File: config.mk
export PLATFORM = sky130hd
export DESIGN_NAME = synapse_row_fetcher
export DESIGN_NICKNAME = d
export VERILOG_FILES = /design/src/rtl/synapse_row_fetcher.sv
export SDC_FILE = /design/constraint.sdc
export NUM_CORES = 1
export LEC_CHECK = 0
export CORE_MARGIN = 2
export CORE_UTILIZATION = 51
export DETAILED_ROUTE_END_ITERATION = 8
export PLACE_DENSITY = 0.76
export SLEW_MARGIN = 20
export SYNTH_ARGS = -nofsm -noshare
export SYNTH_HDL_FRONTEND = slang
export SYNTH_SLANG_ARGS = --single-unit
File: constraint.sdc
create_clock -name clk -period 3.7 [get_ports clk]
set_input_delay 0.37 -clock clk [delete_from_list [all_inputs] [get_ports clk]]
set_output_delay 0.37 -clock clk [all_outputs]
set_load 0.05 [all_outputs]
File: src/rtl/synapse_row_fetcher.sv
// Spike-event queue plus row sweeper for synapse_memory: each accepted presynaptic
// index becomes N_POST consecutive (post, weight) beats, reads tagged through a 2-stage pipe.
module synapse_row_fetcher #(
  parameter int N_PRE      = 100,
  parameter int N_POST     = 100,
  parameter int PRE_WIDTH  = 7,
  parameter int POST_WIDTH = 7,
  parameter int ADDR_WIDTH = 14,
  parameter int DATA_WIDTH = 8,
  parameter int FIFO_DEPTH = 4
) (
  input  logic                  clk,
  input  logic                  rst,
  input  logic                  i_spike_valid,
  input  logic [PRE_WIDTH-1:0]  i_spike_pre,
  output logic                  o_spike_ready,
  output logic [ADDR_WIDTH-1:0] o_read_addr,
  input  logic [DATA_WIDTH-1:0] i_read_weight,
  output logic                  o_syn_valid,
  output logic [POST_WIDTH-1:0] o_syn_post,
  output logic [DATA_WIDTH-1:0] o_syn_weight,
  output logic                  o_syn_last,
  output logic                  o_err,
  output logic                  o_busy
);
  // Handshake: an event transfers on a rising edge where i_spike_valid && o_spike_ready;
  // the output stream has no backpressure and is valid for exactly one cycle per beat.

  localparam int PTR_W = $clog2(FIFO_DEPTH);
  localparam logic [PTR_W:0]          FULL_CNT  = (PTR_W+1)'(FIFO_DEPTH);
  localparam logic [PRE_WIDTH:0]      N_PRE_P   = (PRE_WIDTH+1)'(N_PRE);
  localparam logic [ADDR_WIDTH-1:0]   N_POST_A  = ADDR_WIDTH'(N_POST);
  localparam logic [POST_WIDTH-1:0]   POST_LAST = POST_WIDTH'(N_POST-1);

  typedef enum logic [0:0] {IDLE, FETCH} state_t;

  state_t                  state_q;
  logic [PRE_WIDTH-1:0]    fifo_mem_q [FIFO_DEPTH];
  logic [PTR_W-1:0]        wr_ptr_q, rd_ptr_q;
  logic [PTR_W:0]          count_q, count_d;
  logic                    ready_q;
  logic [ADDR_WIDTH-1:0]   base_q, addr_q, row_base;
  logic [POST_WIDTH-1:0]   post_cnt_q;
  logic                    s0_valid_q, s0_last_q, s1_valid_q, s1_last_q;
  logic [POST_WIDTH-1:0]   s0_post_q, s1_post_q;
  logic                    syn_valid_q, syn_last_q, err_q;
  logic [POST_WIDTH-1:0]   syn_post_q;
  logic [DATA_WIDTH-1:0]   syn_weight_q;
  logic                    fifo_empty, row_end, push, pop, pop_bad, load_row;
  logic [PRE_WIDTH-1:0]    head_pre;

  always_comb begin
    fifo_empty = (count_q == '0);
    head_pre   = fifo_mem_q[rd_ptr_q];
    row_end    = (state_q == FETCH) && (post_cnt_q == POST_LAST);
    push       = i_spike_valid && ready_q;
    pop        = !fifo_empty && ((state_q == IDLE) || row_end);
    pop_bad    = ({1'b0, head_pre} >= N_PRE_P);
    load_row   = pop && !pop_bad;
    count_d    = count_q + (PTR_W+1)'(push) - (PTR_W+1)'(pop);
    row_base   = ADDR_WIDTH'(head_pre) * N_POST_A;
  end

  // Ready is registered so it reads 0 throughout reset; fullness uses the current
  // count, so a push into a full queue is refused even when a pop happens that edge.
  always_ff @(posedge clk) begin
    if (rst) begin
      wr_ptr_q <= '0;
      rd_ptr_q <= '0;
      count_q  <= '0;
      ready_q  <= 1'b0;
    end else begin
      if (push) begin
        fifo_mem_q[wr_ptr_q] <= i_spike_pre;
        wr_ptr_q             <= wr_ptr_q + PTR_W'(1);
      end
      if (pop) rd_ptr_q <= rd_ptr_q + PTR_W'(1);
      count_q <= count_d;
      ready_q <= (count_d != FULL_CNT);
    end
  end

  always_ff @(posedge clk) begin
    if (rst) begin
      state_q      <= IDLE;
      base_q       <= '0;
      addr_q       <= '0;
      post_cnt_q   <= '0;
      s0_valid_q   <= 1'b0;
      s0_post_q    <= '0;
      s0_last_q    <= 1'b0;
      s1_valid_q   <= 1'b0;
      s1_post_q    <= '0;
      s1_last_q    <= 1'b0;
      syn_valid_q  <= 1'b0;
      syn_post_q   <= '0;
      syn_weight_q <= '0;
      syn_last_q   <= 1'b0;
      err_q        <= 1'b0;
    end else begin
      err_q      <= pop && pop_bad;
      s0_valid_q <= 1'b0;
      if (load_row) begin
        state_q    <= FETCH;
        base_q     <= row_base;
        addr_q     <= row_base;
        post_cnt_q <= '0;
        s0_valid_q <= 1'b1;
        s0_post_q  <= '0;
        s0_last_q  <= (POST_LAST == '0);
      end else if ((state_q == FETCH) && !row_end) begin
        post_cnt_q <= post_cnt_q + POST_WIDTH'(1);
        addr_q     <= base_q + ADDR_WIDTH'(post_cnt_q) + ADDR_WIDTH'(1);
        s0_valid_q <= 1'b1;
        s0_post_q  <= post_cnt_q + POST_WIDTH'(1);
        s0_last_q  <= ((post_cnt_q + POST_WIDTH'(1)) == POST_LAST);
      end else begin
        state_q <= IDLE;
      end
      // Stage 1 lines up with the edge where memory samples the address.
      s1_valid_q  <= s0_valid_q;
      s1_post_q   <= s0_post_q;
      s1_last_q   <= s0_last_q;
      syn_valid_q <= s1_valid_q;
      syn_last_q  <= s1_valid_q && s1_last_q;
      if (s1_valid_q) begin
        syn_post_q   <= s1_post_q;
        syn_weight_q <= i_read_weight;
      end
    end
  end

  assign o_spike_ready = ready_q;
  assign o_read_addr   = addr_q;
  assign o_syn_valid   = syn_valid_q;
  assign o_syn_post    = syn_post_q;
  assign o_syn_weight  = syn_weight_q;
  assign o_syn_last    = syn_last_q;
  assign o_err         = err_q;
  assign o_busy        = !fifo_empty || (state_q == FETCH) || s0_valid_q || s1_valid_q
                         || syn_valid_q;

endmodule

# [Yosys cells after proc, flatten, opt, wreduce, memory -nomap -nowiden]
# Memories as Yosys holds them, arrays and structs flattened. A register that Yosys moved wholly into a read port is not among the register bits.
# Cells that the tools add are included.
[word_totals] reg_bits=71 elab_cells=63 mem_count=1 input_bits=18 mem_bits_rw=28
[op_classes] order_cmp=1 n_addsub=7 n_reduce_logical=18 bitwise=1 n_mul=1 n_eq_ne=4 muxes=11
[memory_table] memory="fifo_mem_q" depth=4 width=7 rd=1 rd_clocked_by_memory_dff=1 wr=1 line="38" text="logic [PRE_WIDTH-1:0] fifo_mem_q [FIFO_DEPTH];"
[ops] op="$mux W14" count=2
[ops] op="$add A14 B1 Y14 const B" count=1
[ops] op="$add A14 B7 Y14" count=1
[ops] op="$eq A7 B7 Y1 const B" count=2
[ops] op="$mul A7 B5 Y12 const B" count=1
[ops] op="$add A7 B1 Y7 const B" count=1
[ops] op="$ge A7 B7 Y1 const B" count=1
[ops] op="$logic_and A1 B1 Y1" count=7
[ops] op="$mux W1" count=7
[ops] op="$logic_or A1 B1 Y1" count=5
[ops] op="$add A2 B1 Y2 const B" count=2
[ops] op="$mux W2" count=2
[ops] op="$add A3 B1 Y3" count=1
[ops] op="$logic_not A1 Y1" count=3
[ops] op="$logic_not A3 Y1" count=1
[ops] op="$ne A3 B3 Y1 const B" count=1
[ops] op="$sub A3 B1 Y3" count=1
[ops] op="$ne A2 B2 Y1 const B" count=1
[ops] op="$reduce_bool A2 Y1" count=1
[ops] op="$reduce_or A2 Y1" count=1
[ops] op="$not A1 Y1" count=1

# [Depth between registers and ports, before layout]
[logic_depth] word_depth=6 ltp_mapped=13 mapped_depth_nobuf=12

# [Least setup slack after synthesis]
# Ideal clock, no wire load.
[synth_timing] kind="reg2reg" from="register (tool-made name)" to="register addr_q[12] (netlist: o_read_addr[12])" required_time_ns=3.567 stages_incl_launch_ff=13 arrival_time_ns=3.266 slack_ns=0.301 setup_time_ns=0.133 cell_sequence="dfxtp_1 > buf_6 > mux4_2 > ha_1 > inv_1 > ha_1 > fa_1 > ha_1 > a211oi_1 > o21ai_0 > mux2i_1 > o21ai_0 > a31oi_1"
[synth_lines] item="to (signal assigned)" line="106" text="addr_q <= row_base;"
[synth_lines] item="to (signal assigned)" line="113" text="addr_q <= base_q + ADDR_WIDTH'(post_cnt_q) + ADDR_WIDTH'(1);"
[synth_lines] item="to (decl)" line="42" text="logic [ADDR_WIDTH-1:0] base_q, addr_q, row_base;"

==> impl_results.md <==
* Leak at 0.00223 µW
* Die height at 101 µm
* Most used DFF post-synth: dfxtp_1
* Most frequent cells in the layout: 70 x dfxtp_1, 50 x clkdlybuf4s50_1, 43 x nand2_1, 43 x ha_1, 42 x nor2_1
* Crit share post-route at 94.9%
* RSZ-0062 raised after global routing: no
* Worst Path Required at 3910 ps
* Post-synth EDFFs at 28
* Layout cells sized above 1 at 7.63%
* Synthesis-stage register bit count at 99
* Placement row count at 35
* Crit end category: register
* Hold depth at 1
* Syn_nets at 523
* RePlAce Congestion at 0.866
* Internal power at 2640 µW
* R2R Setup Slk at 190 ps
* Worst hold path class: register to register
* Mapped Area at 4790 µm²
* Clk pwr share at 15.5%
* Outcome: completed
* Die Span X at 101 µm
* I/O Buffers at 51
* Final Skew at 10.6 ps
* Area grow syn2layout at 16.7%
* Final wirelength at 9.33 mm
* ANT cells at 0
* Max Root-Sink Buffers at 2
* Post-synthesis sequential area ratio at 47.2%
* Avg Cell Area, Syn at 10.4 µm²
* Die area at 10200 µm²
* Non-Filler Instances at 622
* Worst Tran Pin Value at 765 ps
* Unique masters post-synth at 54
* Worst r2r dst: o_read_addr[12]
* # placed instances at 605
* Gate Count Post-Synth at 459
* Total gr overflow at 0
* Clock latency at the later pin of the worst-skew pair at 360 ps
* Number of global-route vias before repair at 3450
* Critical path peak fanout at 5
* Setup crit start kind: register
* Fmax at 285 MHz
* Number of I/O pins at 52
* DR pass1 iterations at 4
* Arrival time at the worst endpoint at 3720 ps
* Fin crit period at 3510 ps
* Via Count at 3412
* Dpl hpwl at 6.85 mm
* Initial Util at 52.1%
* Final Core Density at 60.8%
* Async SR Flop Fraction at 0%
* DRC at 0
* Tot GR Track Use at 19.6%
* Largest net degree at the start of global routing at 44
* Net Sw Frac at 43.3%
* Worst-path clk slew at 100 ps
* CTS tree: done
* Fin nets at 570
* WHS Endpoint: o_syn_last
* Maximum VDD drop at 399 µV
* WL/cell at 15.0 µm
* First-pass GRT wire length at 15.9 mm
* Cell count of the worst reg-to-reg path at 10
* Hold Path Origin: s1_last_q
* # H-tree levels at 3
* # fillers at 780
* Hold buffers post-CTS at 0
* Setup Viol. Count Final at 0
* DR vias/cell at 5.49
* Synth warn at 0
* Post-DRT Antenna Nets at 0
* Most common cell after layout, fill and taps aside: dfxtp_1
* Number of CTS-inserted buffers at 9
* Final Hold Viols at 0
* Pins over their slew limit at 0
* Root Driver: clkbuf_8
* Relative slew slack at 49.0%
* Max Cap Violations at 0
* Total negative slack at 0 ps
* Net load switching power at 2010 µW
* 1st-iter DRT viols at 126
* Initial antenna violation count at 0
* Pwr dens at 831 nW/µm²
* Crit Path Class: register to register
* Core ar. at 9200 µm²
* Power share of the combinational group at 53.5%
* Share of power burned in registers at 31.0%
* TritonCTS Sinks at 99
[worst max path at each step]
stage,endpoint
global placement,o_read_addr[12]
finish,o_read_addr[12]
detailed placement,o_read_addr[12]
floorplan,o_read_addr[12]
CTS,o_read_addr[12]
global route,o_read_addr[12]
[what timing repair did]
| action | CTS | global route |
|---|---|---|
| resized for setup | 1 | 1 |
| buffers inserted | 0 | 1 |
| setup endpoints to repair | 2 | 2 |
[worst max-delay path, stage by stage (launching register included)]
cell and delay [ps]:
dfxtp_2 420, mux4_2 580, ha_1 330, ha_1 290
ha_1 320, fa_1 500, a211oi_2 290, o21ai_0 150
mux2i_1 130, o21ai_0 250, a31oi_1 120
[logic make-up after synthesis]
family / synth area share [%]
simple gates: 14.8
buf+inv: 4.20
compound gates: 11.0
xor+xnor: 3.11
fa+ha+maj: 12.5
mux: 7.26
flops: 47.2
[Yosys cell counts, types with 3 or more instances]
cell / n / area [µm²]
xnor2_1: 5 / 43.8
a211oi_1: 4 / 30.0
mux4_2: 7 / 158
nand2b_1: 3 / 18.8
nand3_1: 11 / 55.1
and2_1: 7 / 43.8
a21oi_1: 24 / 120
buf_2: 3 / 15.0
and3_1: 4 / 25.0
edfxtp_1: 28 / 841
nor2b_1: 11 / 68.8
o31a_1: 3 / 26.3
o21ai_0: 12 / 60.1
dfxtp_1: 71 / 1420
nor4_1: 3 / 18.8
ha_1: 43 / 538
inv_1: 21 / 78.8
o21a_1: 3 / 22.5
fa_1: 3 / 60.1
nand4_1: 4 / 25.0
mux2i_1: 19 / 190
nand2_1: 43 / 161
clkbuf_1: 12 / 45.0
nor3_1: 8 / 40.0
buf_4: 3 / 22.5
a21o_1: 4 / 30.0
xor2_1: 12 / 105
a211o_1: 3 / 26.3
a31oi_1: 10 / 62.6
nor2_1: 42 / 158
[power groups by stage]
| stage | Sequential, µW | Clock [µW] | Combinational [µW] |
|---|---|---|---|
| 2_1_floorplan | 1610 | 0 | 1680 |
| 3_3_place_gp | 1450 | 0 | 2370 |
| 3_5_place_dp | 1460 | 0 | 2440 |
| 4_1_cts | 1440 | 731 | 2470 |
| 5_1_grt | 1470 | 776 | 2770 |
| 6_report | 1440 | 719 | 2490 |
[metrics by stage]
step / area, µm² / power [µW] / setup slack (ps) / hold WS, ps
6_report: 5590 / 4650 / 189 / 442
5_1_grt: 5590 / 5020 / 14.7 / 483
4_1_cts: 5580 / 4640 / 56.1 / 448
3_5_place_dp: 5370 / 3900 / -34.9 / 416
3_3_place_gp: 5370 / 3820 / 131 / 421
2_1_floorplan: 4790 / 3290 / 301 / 406
[registers in the layout, indices dropped and copies added, names as in the netlist, 2 cells and up, named ones only]
name          flops
o_read_addr      13
s1_post_q         7
rd_ptr_q          2
o_syn_post        7
count_q           3
wr_ptr_q          2
base_q           12
o_syn_weight      8
fifo_mem_q       28
s0_post_q         6
[final cells by class]
type / instances / area, µm² / share of cell area [%]
clock buffers: 9 / 124 / 2.22
clock inverters: 7 / 80.1 / 1.43
inverters: 21 / 78.8 / 1.41
multi-input cells: 315 / 2330 / 41.7
flip-flops and latches: 99 / 2260 / 40.5
well taps: 111 / 139 / 2.48
repair buffers: 60 / 573 / 10.2
[per-layer routing]
metal  share of wire [%]  routed length [µm]  global-route usage, %
met1                  45                4240                   25.9
met4                 1.9                 179                   6.76
met3                 4.1                 386                   4.09
met2                  48                4530                   32.1
met5                   0                   0                      0
(Power assumes the default switching activity.)
